**src/rtl/logic_unit_pipe.sv**
```systemverilog
// logic_unit_pipe: applies one of eight bitwise logic functions to two
// WIDTH-bit operands and presents the result, zero and parity flags and the
// producing opcode from a single pipeline register with valid/ready on both
// sides. A saturating counter tracks completed output transfers.
module logic_unit_pipe #(
  parameter int WIDTH = 8,
  parameter int CNT_W = 16
) (
  input  logic             clk,
  input  logic             rst,
  input  logic             in_valid,
  output logic             in_ready,
  input  logic [WIDTH-1:0] in_a,
  input  logic [WIDTH-1:0] in_b,
  input  logic [2:0]       in_op,
  output logic             out_valid,
  input  logic             out_ready,
  output logic [WIDTH-1:0] out_y,
  output logic             out_zero,
  output logic             out_parity,
  output logic [2:0]       out_op,
  output logic [CNT_W-1:0] txn_count
);

  localparam logic [CNT_W-1:0] CNT_MAX = {CNT_W{1'b1}};
  localparam logic [CNT_W-1:0] CNT_ONE = CNT_W'(1'b1);

  // Bitwise function selected by the opcode; every code is legal.
  function automatic logic [WIDTH-1:0] logic_fn(
    input logic [WIDTH-1:0] a,
    input logic [WIDTH-1:0] b,
    input logic [2:0]       op
  );
    logic [WIDTH-1:0] r;
    case (op)
      3'd0:    r = a & b;
      3'd1:    r = a | b;
      3'd2:    r = ~a;
      3'd3:    r = ~(a & b);
      3'd4:    r = ~(a | b);
      3'd5:    r = a ^ b;
      3'd6:    r = ~(a ^ b);
      3'd7:    r = b;
      default: r = {WIDTH{1'b0}};
    endcase
    return r;
  endfunction

  // Even parity of a result word (1 when an odd number of bits are set).
  function automatic logic parity_of(input logic [WIDTH-1:0] v);
    return ^v;
  endfunction

  logic             valid_q,  valid_d;
  logic [WIDTH-1:0] y_q,      y_d;
  logic             zero_q,   zero_d;
  logic             parity_q, parity_d;
  logic [2:0]       op_q,     op_d;
  logic [CNT_W-1:0] cnt_q,    cnt_d;

  logic             accept_s;
  logic             xfer_s;
  logic [WIDTH-1:0] result_s;

  // The stage can take a new operand set whenever it is empty or being drained.
  assign in_ready   = !valid_q || out_ready;
  assign accept_s   = in_valid && in_ready;
  assign xfer_s     = valid_q && out_ready;
  assign result_s   = logic_fn(in_a, in_b, in_op);

  assign out_valid  = valid_q;
  assign out_y      = y_q;
  assign out_zero   = zero_q;
  assign out_parity = parity_q;
  assign out_op     = op_q;
  assign txn_count  = cnt_q;

  // Next-state for the result register: load on accept, empty on a lone transfer.
  always_comb begin
    valid_d  = valid_q;
    y_d      = y_q;
    zero_d   = zero_q;
    parity_d = parity_q;
    op_d     = op_q;
    if (accept_s) begin
      valid_d  = 1'b1;
      y_d      = result_s;
      zero_d   = (result_s == {WIDTH{1'b0}});
      parity_d = parity_of(result_s);
      op_d     = in_op;
    end else if (xfer_s) begin
      valid_d  = 1'b0;
    end else begin
      valid_d  = valid_q;
    end
  end

  // Next-state for the transfer counter: count each delivery, stick at the top.
  always_comb begin
    cnt_d = cnt_q;
    if (xfer_s && (cnt_q != CNT_MAX)) begin
      cnt_d = cnt_q + CNT_ONE;
    end else begin
      cnt_d = cnt_q;
    end
  end

  // State registers; reset discards any held result and clears the counter.
  always_ff @(posedge clk) begin
    if (rst) begin
      valid_q  <= 1'b0;
      y_q      <= {WIDTH{1'b0}};
      zero_q   <= 1'b1;
      parity_q <= 1'b0;
      op_q     <= 3'd0;
      cnt_q    <= {CNT_W{1'b0}};
    end else begin
      valid_q  <= valid_d;
      y_q      <= y_d;
      zero_q   <= zero_d;
      parity_q <= parity_d;
      op_q     <= op_d;
      cnt_q    <= cnt_d;
    end
  end

endmodule

```
**config.mk**
```make
export PLATFORM = sky130hd
export DESIGN_NAME = logic_unit_pipe
export DESIGN_NICKNAME = d
export VERILOG_FILES = /design/src/rtl/logic_unit_pipe.sv
export SDC_FILE = /design/constraint.sdc
export NUM_CORES = 1
export LEC_CHECK = 0
export CORE_UTILIZATION = 45
export CTS_CLUSTER_DIAMETER = 120
export DETAILED_ROUTE_END_ITERATION = 8
export GPL_ROUTABILITY_DRIVEN = 1
export PLACE_DENSITY = 0.82
export SYNTH_ARGS = -nofsm -noshare
export SYNTH_HDL_FRONTEND = slang
export SYNTH_SLANG_ARGS = --single-unit
```
**constraint.sdc**
```tcl
create_clock -name clk -period 3.7 [get_ports clk]
set_clock_uncertainty 0.2 [all_clocks]
set_input_delay 0.74 -clock clk [delete_from_list [all_inputs] [get_ports clk]]
set_output_delay 0.74 -clock clk [all_outputs]
set_load 0.02 [all_outputs]
```
==> metrics.txt, run 1 <==
outcome=completed; highest clock rate=0.2970 GHz; setup slack, reg-to-reg=1.47 ns; CTS tree=done; DRC errors left=0; Hold Vio Cnt, Final=0; Leak Pwr=1.162 nW; Yosys warnings=0; sequential fraction of the synthesis area=0.2718; PD cells=337.7 nW/um^2; DIE HEIGHT=72.08 microns; Layout Nets=373; GRT Overall Usage=0.2005; R2R depth=6; Critical path origin=in_a[4]; Yosys top cell area share=0.2718; PostCTS Resize Cnt=0; Longest Clk Path Bufs=2; Hold Worst Slack=0.2719 ns; Critical Path Max Stage Delay=0.50 ns; root buf cell=clkbuf_8; antenna-violating nets left=0; Reg-to-Reg Start=txn_count[0]; crit-path leading delay family=buffers and inverters; Die ar.=5195 sq um; vias per cell=5.373; Mapped Cells=277; ys async rst share=0; worst path cell trace=clkdlybuf4s50_1 -> inv_1 -> ha_1 -> inv_1 -> mux4_2 -> nand2_1 -> o21ai_0 -> or2_2 -> ha_1 -> xnor2_1 -> xnor2_1 -> a211oi_1; via count=2133; synth-to-layout area growth=33.75%; Synth Net Count=321; CP arrival=3.35 ns; WP depth=12; global-route wire length before repair=8321 microns; crit path capture=out_parity; Design Power=998.1 uW; Clock transition at path regs=0.06 ns; CTS Buf Count=5; Post-synth EDFFs=0; Synth area leaders=dfxtp_1, ha_1, nor2_1; largest area contributor in the netlist=dfxtp_1; synthesized area=2210 sq um; placer congestion estimate=0.8140; Buf+Inv Stages, Crit Path=3; drt wl/cell=12.75 microns; share of cells above drive strength 1=0.09091; Crit. End Element=flip-flop; Yosys cell types=50; H-tree Lvls=2; crit path max fanout=3; GRT overflow=0; Slew headroom=0.5266; Peak VDD IR=219.1 uV; drt total wl=5061 microns; final setup violating endpoints=0; DP Wirelength=3927 microns; IO Port Bufs=53; minimum clock period=3.367 ns; Core Region=4723 sq um; reg2reg end=txn_count[0]; Pre-Repair DR Iteration Count=4; CP Class=in -> reg; buffer count from post-CTS setup fixing=0; #FFs+latches synth=30; Mapped Avg Cell Area=7.977 sq um; Critical Path RT=3.69 ns; Ports=54; RSZ-0062 raised after global routing=false; startpoint types=input pin; Hold Crit Class=reg -> reg; Initial Util=0.4678; Slowest cell on crit path=clkdlybuf4s50_1; largest net degree at the start of global routing=22; Max Slew Vio Count=0; worst skew pair latency=0.28 ns; number of global-route vias before repair=1896; Worst-Margin Slew=0.7079 ns; top_reg_cell synth=dfxtp_1; initial antenna violation count=0; Clock Sink Count=30; Max Cap Viol=0; Starting DRT DRC Count=97; Setup Total Neg Slack=0 ns; # rows=25; part of the cycle the worst path needs=0.9099; chip width=72.08 microns; Inserted Diodes=0; Post-CTS Hold Buffers=0
-- worst min-delay path by stage --
| stage | startpoint | to | cells after the start | slack, ns |
|---|---|---|---|---|
| finish | out_op[0] | out_op[0] | 2 | 0.27 |
| global route | out_y[0] | out_y[0] | 2 | 0.29 |
| CTS | out_op[0] | out_op[0] | 2 | 0.28 |
| detailed placement | out_op[0] | out_op[0] | 2 | 0.27 |
| global placement | out_zero | out_zero | 1 | 0.25 |
| floorplan | out_op[0] | out_op[0] | 2 | 0.33 |
-- worst register-to-register path, stage by stage (launching register included) --
cell	delay, ns
dfxtp_1	0.42
ha_1	0.20
nand3_1	0.22
nor3_2	0.61
a21oi_1	0.24
xnor2_1	0.19
nor2_1	0.05
-- stage by stage --
| step | cell area [sq um] | setup slack [ns] | std cells | utilization |
|---|---|---|---|---|
| after CTS | 2955 | 0.3369 | 397 | 0.6257 |
| after floorplan | 2210 | 0.7130 | 277 | - |
| after detailed placement | 2813 | 0.04111 | 389 | 0.5955 |
| after global routing | 2955 | 0.2003 | 397 | 0.6257 |
| after global placement | 2813 | 0.1359 | 389 | 0.5955 |
| final | 2955 | 0.3335 | 397 | 0.6257 |
-- registers in the layout (all words and copies together) (netlist names) --
name and cells:
out_op 3, out_parity 1, out_valid 1, out_y 8, out_zero 1, txn_count 16
-- cell type report --
class                   instances  area, sq um
clock buffers                   6        82.58
clock inverters                 2        60.06
fillers                       417         1768
inverters                      23        86.33
multi-input cells             209         1459
flip-flops and latches         30        600.6
well taps                      67        83.83
repair buffers                 60        583.1
-- logic make-up (layout without fill, tap and decap cells) --
family | count (synthesis) | count (layout) | share of synthesized area
xor gates and xnor gates | 16 | 16 | 0.06342
and+or+nand+nor | 105 | 105 | 0.2412
muxes | 12 | 12 | 0.07191
AOI/OAI and AO/OA | 55 | 55 | 0.1648
adders and majority gates | 21 | 21 | 0.1189
DFF | 30 | 30 | 0.2718
buffers and inverters | 38 | 91 | 0.06795
-- power by group --
group,internal [mW],switching (mW)
Sequential,0.338,0.00932
Combinational,0.122,0.119
Clock,0.287,0.124
-- layout by cell type, fill, tap and decap left out, types with 3 or more instances in the layout --
cell type         n
nand2_1          24
buf_4             7
xnor2_1          13
nor4_1            3
o21ai_0           9
nand3b_1          4
mux4_2            3
a21oi_1          15
and2_1            3
o31ai_1           4
clkdlybuf4s50_1  53
a22oi_1           3
nor2b_1           6
a211oi_1          5
clkbuf_8          6
mux2i_1           8
nand2b_1          4
xor2_1            3
ha_1             21
nor3_1            3
o22ai_1           4
o211ai_1          3
or2_2             5
dfxtp_1          30
nand4_1           4
nand3_1           8
nor2_1           32
inv_1            22
-- per-layer routing --
metal / share of wire / global-route usage / wire (microns) / vias up
li1: - / - / - / 1075
met1: 0.46 / 0.2438 / 2330 / 995
met2: 0.48 / 0.3510 / 2453 / 56
met3: 0.040 / 0.04306 / 202 / 7
met4: 0.015 / 0.06536 / 74 / 0
met5: 0 / 0 / 0 / -
-- cells in the mapped netlist (5+ instances only) --
library cell  number
dfxtp_1           30
or2_2              5
ha_1              21
inv_1             22
o21ai_0            9
nand2_1           24
clkbuf_1          11
xnor2_1           13
nand3_1            8
nor2_1            32
mux2i_1            8
nor2b_1            6
a21oi_1           15
a211oi_1           5
Power figures use the tool's default switching activity.
==> inputs of run 2 (changes only) <==
--- a/config.mk
+++ b/config.mk
@@ -7,9 +7,11 @@
 export LEC_CHECK = 0
 export CORE_UTILIZATION = 45
 export CTS_CLUSTER_DIAMETER = 120
+export CTS_CLUSTER_SIZE = 25
 export DETAILED_ROUTE_END_ITERATION = 8
 export GPL_ROUTABILITY_DRIVEN = 1
 export PLACE_DENSITY = 0.82
 export SYNTH_ARGS = -nofsm -noshare
 export SYNTH_HDL_FRONTEND = slang
 export SYNTH_SLANG_ARGS = --single-unit
+export TNS_END_PERCENT = 10
==> results of run 2 <==
Same layout as run 1: the final DEF is identical, and so are final timing and power.
